**src/rtl/axi_read_burst_engine.sv**
```systemverilog
// AXI read burst engine: one outstanding AR burst, one beat per memory read.
// FIXED/INCR/WRAP addressing with DECERR/SLVERR bursts returned without memory access.
module axi_read_burst_engine #(
    parameter int ID_WIDTH   = 2,
    parameter int MEM_AWIDTH = 7
) (
    input  logic                ACLK,
    input  logic                ARESETn,
    input  logic [ID_WIDTH-1:0] ARID,
    input  logic [31:0]         ARADDR,
    input  logic [3:0]          ARLEN,
    input  logic [1:0]          ARSIZE,
    input  logic [1:0]          ARBURST,
    input  logic                ARVALID,
    output logic                ARREADY,
    output logic [ID_WIDTH-1:0] RID,
    output logic [31:0]         RDATA,
    output logic [1:0]          RRESP,
    output logic                RLAST,
    output logic                RVALID,
    input  logic                RREADY,
    output logic [31:0]         address_out,
    output logic                memread,
    input  logic [31:0]         data_in
);

    typedef enum logic [1:0] {IDLE, READ, DATA, RESP} state_t;

    state_t              state, state_nxt;
    logic [ID_WIDTH-1:0] id_q;
    logic [31:0]         cur_addr;
    logic [3:0]          len_q;
    logic [3:0]          beat_cnt;
    logic [1:0]          size_q;
    logic [1:0]          burst_q;
    logic [1:0]          resp_q;
    logic [31:0]         rdata_q;
    logic [1:0]          ar_resp;
    logic [31:0]         step;
    logic [31:0]         wrap_mask;
    logic [31:0]         incr_addr;
    logic [31:0]         nxt_addr;
    logic [31:0]         data_masked;
    logic                r_hs;

    assign ARREADY = (state == IDLE);
    assign RVALID  = (state == RESP);
    assign memread = (state == READ);
    assign RLAST   = RVALID && (beat_cnt == 4'd0);
    assign RID     = id_q;
    assign RRESP   = resp_q;
    assign RDATA   = rdata_q;
    assign r_hs    = RVALID && RREADY;

    always_comb begin
        ar_resp = 2'b00;
        if ((ARADDR >> MEM_AWIDTH) != 32'd0) begin
            ar_resp = 2'b11;
        end else if (ARSIZE == 2'b11 || ARBURST == 2'b11 ||
                     (ARBURST == 2'b10 &&
                      !(ARLEN == 4'd1 || ARLEN == 4'd3 ||
                        ARLEN == 4'd7 || ARLEN == 4'd15))) begin
            ar_resp = 2'b10;
        end
    end

    // WRAP keeps the upper address bits and wraps the low bits inside the burst window
    assign step      = 32'd1 << size_q;
    assign wrap_mask = ((32'({len_q}) + 32'd1) << size_q) - 32'd1;
    assign incr_addr = cur_addr + step;

    always_comb begin
        nxt_addr = incr_addr;
        unique case (burst_q)
            2'b00:   nxt_addr = cur_addr;
            2'b10:   nxt_addr = (cur_addr & ~wrap_mask) | (incr_addr & wrap_mask);
            default: nxt_addr = incr_addr;
        endcase
    end

    always_comb begin
        data_masked = data_in;
        unique case (size_q)
            2'b00:   data_masked = {24'd0, data_in[7:0]};
            2'b01:   data_masked = {16'd0, data_in[15:0]};
            default: data_masked = data_in;
        endcase
    end

    always_ff @(posedge ACLK) begin
        if (!ARESETn) state <= IDLE;
        else          state <= state_nxt;
    end

    always_comb begin
        state_nxt = state;
        unique case (state)
            IDLE: if (ARVALID) state_nxt = (ar_resp == 2'b00) ? READ : RESP;
            READ: state_nxt = DATA;
            DATA: state_nxt = RESP;
            RESP: begin
                if (RREADY) begin
                    if (RLAST)                 state_nxt = IDLE;
                    else if (resp_q == 2'b00) state_nxt = READ;
                    else                       state_nxt = RESP;
                end
            end
            default: state_nxt = IDLE;
        endcase
    end

    always_ff @(posedge ACLK) begin
        if (!ARESETn) begin
            id_q        <= '0;
            cur_addr    <= '0;
            len_q       <= '0;
            beat_cnt    <= '0;
            size_q      <= '0;
            burst_q     <= '0;
            resp_q      <= '0;
            rdata_q     <= '0;
            address_out <= '0;
        end else begin
            if (state == IDLE && ARVALID) begin
                id_q        <= ARID;
                cur_addr    <= ARADDR;
                len_q       <= ARLEN;
                beat_cnt    <= ARLEN;
                size_q      <= ARSIZE;
                burst_q     <= ARBURST;
                resp_q      <= ar_resp;
                rdata_q     <= '0;
                address_out <= ARADDR;
            end
            if (state == DATA) rdata_q <= data_masked;
            if (r_hs && !RLAST) begin
                beat_cnt <= beat_cnt - 4'd1;
                cur_addr <= nxt_addr;
                if (resp_q == 2'b00) address_out <= nxt_addr;
            end
        end
    end

endmodule

```
**config.mk**
```make
export PLATFORM = sky130hd
export DESIGN_NAME = axi_read_burst_engine
export DESIGN_NICKNAME = d
export VERILOG_FILES = /design/src/rtl/axi_read_burst_engine.sv
export SDC_FILE = /design/constraint.sdc
export NUM_CORES = 1
export LEC_CHECK = 0
export CORE_AREA = 4 4 153 96
export DETAILED_ROUTE_END_ITERATION = 8
export DIE_AREA = 0 0 157 100
export PLACE_DENSITY_LB_ADDON = 0.2
export SLEW_MARGIN = 20
export SYNTH_ARGS = -nofsm -noshare
export SYNTH_HDL_FRONTEND = slang
export SYNTH_SLANG_ARGS = --single-unit
export TNS_END_PERCENT = 30
```
**constraint.sdc**
```tcl
create_clock -name ACLK -period 5.4 [get_ports ACLK]
set_input_delay 1.08 -clock ACLK [delete_from_list [all_inputs] [get_ports ACLK]]
set_output_delay 1.08 -clock ACLK [all_outputs]
set_load 0.005 [all_outputs]
```
==> reports/qor.txt, run 1 <==
clock sink count: 114
commonest cells after routing, fill and taps aside: nand2_1, clkdlybuf4s50_1, dfxtp_1
# port buffers: 149
Routed WL: 21640 um
CP max stage cell: o41ai_4
hold_buf cts: 0
Detail Route Antenna Nets: 0
total power divided by cell area: 292.1 mW/mm^2
commonest non-fill, non-tap cell in the layout: nand2_1
vias per std cell: 6.005
non-filler cells, final: 1159
Period minus WS final: 3.504 ns
crit path cell chain: clkinv_2 > mux2i_1 > nand2_1 > ha_1 > a21bo_1 > o41ai_4 > nand3_2 > o31a_1 > o311a_1
Peak Freq: 285.4 MHz
Synth area leaders: dfxtp_1, nand2_1, nand3_1
setup TNS: 0 ns
Die H: 100 um
Syn Area/Cell: 7.631 um^2
Initial DRC Count: 859
Yosys warnings: 0
leak pwr: 3.171 nW
Worst setup EP type: flop
GRT overflow: 0
Async S/R FF share, synth: 0%
fin. max-slew vios: 0
Net Count, Synth: 945
Core Area: 0.01334 mm^2
clock transition at the registers of the reported paths: 0.06 ns
RSZ-0062 raised after global routing: no
post-DR wirelength/cell: 18.67 um
CTS max path bufs: 2
Die Wd: 157 um
share of cells above drive strength 1: 7.114%
fillers: 1144
# rows: 33
final RePlAce weighted congestion: 0.9426
vias: 6960
Worst-Margin Slew: 1.061 ns
Starting Density: 49.09%
H-tree depth: 4
Slew HR: 29.18%
number of global-route vias before repair: 6135
HP Class: reg2reg
Synth Instances: 858
Post CTS Setup Buffer Count: 0
multi-input logic area: 0.003923 mm^2
outcome: finished clean
# Max-Cap Violations: 0
CTS root buf: clkbuf_16
num ports: 150
CTS Buf Count: 17
sequential share of the synthesized area: 34.86%
final hold vios: 0
final clock skew: 0.01202 ns
quantity of gates resized following cts: 0
Worst EP required: 5.70 ns
startpoint types: flop
Placed Cells: 1127
Most used DFF post-synth: dfxtp_1
final setup vio count: 0
CP max FO: 20
diode count: 0
pin count of the biggest net entering global routing: 58
crit path kind: reg2reg
sequential cell area: 0.002282 mm^2
#FFs+latches synth: 114
part of the cycle the worst path needs: 64.88%
cell type with the largest total area after synthesis: dfxtp_1
die area: 0.01570 mm^2
first-pass GRT wire length: 34120 um
drt first pass iters: 6
synthesized area: 0.006548 mm^2
crit-path max cell delay: 0.81 ns
Worst-Skew Late Latency: 0.42 ns
area grow syn2layout: 32.14%
CTS tree: built
drt drc: 0
EDFF count, synth: 0
Synth cell types: 80
DP HPWL: 15090 um
Synth top area share: 34.86%
Nets: 1058
VDD IR max: 0.1963 mV
Pwr Total: 2.527 mW
crit path DAT: 3.81 ns
R2R Setup Slk: 1.90 ns
GRT Overall Usage: 27.20%
initial antenna violation count: 0
## stage by stage
| step | utilization (%) | cell area, um^2 | hold WS [ns] | setup WS, ns |
|---|---|---|---|---|
| floorplan | - | 6548 | 0.4354 | 2.601 |
| global placement | 60.42 | 8058 | 0.4444 | 1.911 |
| detailed placement | 60.42 | 8058 | 0.4557 | 1.897 |
| CTS | 64.81 | 8643 | 0.4649 | 1.940 |
| global route | 64.87 | 8652 | 0.4853 | 1.724 |
| finish | 64.87 | 8652 | 0.4627 | 1.896 |
## per-layer routing
| layer | up-vias | share of wire (%) | track usage, % |
|---|---|---|---|
| li1 | 3356 | - | - |
| met1 | 3190 | 46 | 42.06 |
| met2 | 386 | 39 | 35.21 |
| met3 | 28 | 13 | 11.20 |
| met4 | 0 | 1.0 | 4.333 |
| met5 | - | 0 | 0 |
## Yosys cell counts (all sizes together) (16+ instances only)
| cell | number |
|---|---|
| nand2 | 167 |
| dfxtp | 114 |
| nand3 | 71 |
| a21oi | 54 |
| nor2 | 51 |
| clkbuf | 44 |
| a22oi | 35 |
| a31oi | 27 |
| o21ai | 23 |
| buf | 22 |
| or3 | 18 |
| inv | 17 |
| and3 | 16 |
| nor3 | 16 |
## path summary, 6_finish.rpt
path / to / startpoint / depth (start not counted)
max: address_out[28] / size_q[0] / 9
max reg2reg: address_out[28] / size_q[0] / 9
min reg2reg: RID[1] / RID[1] / 2
min: RID[1] / RID[1] / 2
## power by group
group	switching, mW	internal, mW	total (mW)
clock network	0.481	0.656	1.14
registers	0.0655	0.894	0.959
logic	0.227	0.203	0.430
## registers in the layout (all words and copies together), names as in the netlist
signal,cells
RDATA,32
address_out,32
cur_addr,32
beat_cnt,4
len_q,4
RID,2
RRESP,2
burst_q,2
size_q,2
state,2
## area by class of cell
type                            count  share of cell area, %
Clock buffer                       17                  4.917
Clock inverter                     15                  1.851
Inverter                           18                 0.7954
Multi-Input combinational cell    660                  45.34
Sequential cell                   114                  26.38
Tap cell                          175                  2.531
Timing Repair Buffer              160                  18.19
## worst max-delay path, delay by kind of cell, from the launching register on
family	cells	cell delay, ns
adder cells (fa/ha/maj)	1	0.20
AND/OR/NAND/NOR	2	0.30
AO/OA/AOI/OAI	4	1.70
multiplexers	1	0.17
flip-flops	1	0.77
buffers and inverters	1	0.25
## cells by family (layout without fill, tap and decap cells)
kind of cell | count (synthesis) | count (layout) | synth area share (%)
fa+ha+maj | 10 | 10 | 1.873
mux | 9 | 9 | 1.376
xor+xnor | 22 | 22 | 3.516
flops | 114 | 114 | 34.86
simple gates | 403 | 403 | 30.04
buf+inv | 84 | 210 | 5.542
compound gates | 216 | 216 | 22.80
Note: power is estimated with default switching activity, not from simulation.
==> run 2, diff against run 1 <==
CORE_AREA = 4 4 160 100   (was 4 4 153 96)
DIE_AREA = 0 0 164 104   (was 0 0 157 100)
clock period = 3.19 ns   (was 5.4 ns; I/O delays follow)
==> run 2 against run 1 <==
Against the previous run:
- critical path type unchanged
- highest routed layer unchanged
- count of clock-buffer cells in the layout unchanged
- combinational power increased by 79%
- setup slack got worse by 1.6 ns
- sequential power increased by 69%
- final cell count increased by 3.7%
- cell area increased by 2.4%
- global-route usage decreased by 0.91 points
- utilization decreased by 3.3 points
- die area increased by 8.6%
==> reports/qor.txt, run 2 (synthesized netlist as in run 1, its figures left out) <==
commonest non-fill, non-tap cell in the layout: nand2_1
CP max FO: 15
total power divided by cell area: 489.3 mW/mm^2
GRT overflow: 0
CTS max path bufs: 2
Initial DRC Count: 761
Peak Freq: 340.2 MHz
# Max-Cap Violations: 0
final hold vios: 0
drt first pass iters: 7
part of the cycle the worst path needs: 92.15%
num ports: 150
final clock skew: 0.008788 ns
H-tree depth: 4
Die Wd: 164 um
DP HPWL: 16300 um
non-filler cells, final: 1202
post-DR wirelength/cell: 19.07 um
pin count of the biggest net entering global routing: 67
GRT Overall Usage: 26.29%
commonest cells after routing, fill and taps aside: nand2_1, clkdlybuf4s50_1, dfxtp_1
Core Area: 0.01438 mm^2
vias per std cell: 5.878
hold_buf cts: 0
crit path DAT: 3.25 ns
share of cells above drive strength 1: 8.964%
# port buffers: 149
final RePlAce weighted congestion: 0.9505
drt drc: 0
Worst setup EP type: flop
Worst EP required: 3.50 ns
quantity of gates resized following cts: 0
Slew HR: 51.82%
fin. max-slew vios: 0
Placed Cells: 1170
clock transition at the registers of the reported paths: 0.07 ns
crit path kind: reg2reg
Crit Reg-Reg Startpoint: size_q[0]
CTS Buf Count: 17
Worst-Margin Slew: 0.7161 ns
setup slack after layout: 0.2504 ns
startpoint types: flop
area grow syn2layout: 35.26%
# rows: 34
fillers: 1302
outcome: finished clean
post-route cell area: 0.008856 mm^2
Detail Route Antenna Nets: 0
setup TNS: 0 ns
RSZ-0062 raised after global routing: no
Post CTS Setup Buffer Count: 0
first-pass GRT wire length: 35930 um
leak pwr: 3.279 nW
Routed WL: 22930 um
final setup vio count: 0
diode count: 0
clock sink count: 114
Starting Density: 45.54%
Fin Hold WS: 0.4649 ns
Cell Area, Placed: 0.008267 mm^2
Worst-Skew Late Latency: 0.42 ns
die area: 0.01706 mm^2
Period minus WS final: 2.940 ns
HP Class: reg2reg
Die H: 104 um
Nets: 1078
start point of the critical path: size_q[0]
CTS root buf: clkbuf_16
pre-CTS WS: 0.2664 ns
VDD IR max: 0.3203 mV
CTS tree: built
vias: 7065
hold_sp: RDATA[3]
number of global-route vias before repair: 6416
initial antenna violation count: 0
-- run 2: cell types whose count changed in the layout (fill, tap and decap cells not counted) --
cell / delta
buf_4: +17
buf_12: +3
inv_6: -2
inv_8: +2
a31oi_2: +1
a31oi_4: -1
buf_2: +1
clkdlybuf4s50_1: -1
clkinv_4: -1
clkinvlp_4: +1
nor2_1: +1
nor2_2: -1
-- run 2: layout make-up --
cell class,count,area (um^2),area share [%]
tap,198,247.7,2.797
sequential,114,2282,25.77
clock inverter,15,163.9,1.851
timing repair buffer,180,1757,19.84
multi-input combinational,660,3911,44.17
inverter,18,68.82,0.7771
clock buffer,17,425.4,4.804
-- run 2: path summary, 6_finish.rpt --
path                     endpoint  slack [ns]  cells past startpoint
setup / recovery  address_out[28]        0.25                     11
hold / removal           RDATA[3]        0.46                      2
setup reg to reg  address_out[28]        0.25                     11
hold reg to reg          RDATA[3]        0.46                      2
-- run 2: stage by stage --
stage / total power [mW] / utilization, %
floorplan: 2.032 / -
global placement: 2.394 / 57.49
detailed placement: 2.397 / 57.49
CTS: 4.335 / 61.59
global route: 4.501 / 61.59
finish: 4.333 / 61.59
-- run 2: layer usage --
metal / up-vias / wire (um) / track usage, %
li1: 3395 / - / -
met1: 3236 / 10670 / 39.65
met2: 407 / 8777 / 34.03
met3: 27 / 3263 / 10.61
met4: 0 / 210 / 6.643
met5: - / 0 / 0
-- run 2: report_power, final --
part	internal (mW)	switching, mW	leakage, nW
Combinational	0.366	0.405	2.07
Sequential	1.51	0.104	0.930
Clock	1.11	0.832	0.283
-- run 2: critical path: stages, from the launching register on --
cell and delay (ns):
dfxtp_1 0.59, clkinv_2 0.12, buf_4 0.17, mux2i_1 0.11, nand2_1 0.07, ha_1 0.20
a21bo_1 0.28, o41ai_4 0.28, buf_4 0.27, nand3_2 0.14, o31a_1 0.30, o311a_1 0.28
==> run 3, diff against run 2 <==
CTS_CLUSTER_SIZE = 14   (was default)
==> results of run 3 <==
No change in the layout: final DEF, timing and power equal those of run 2.
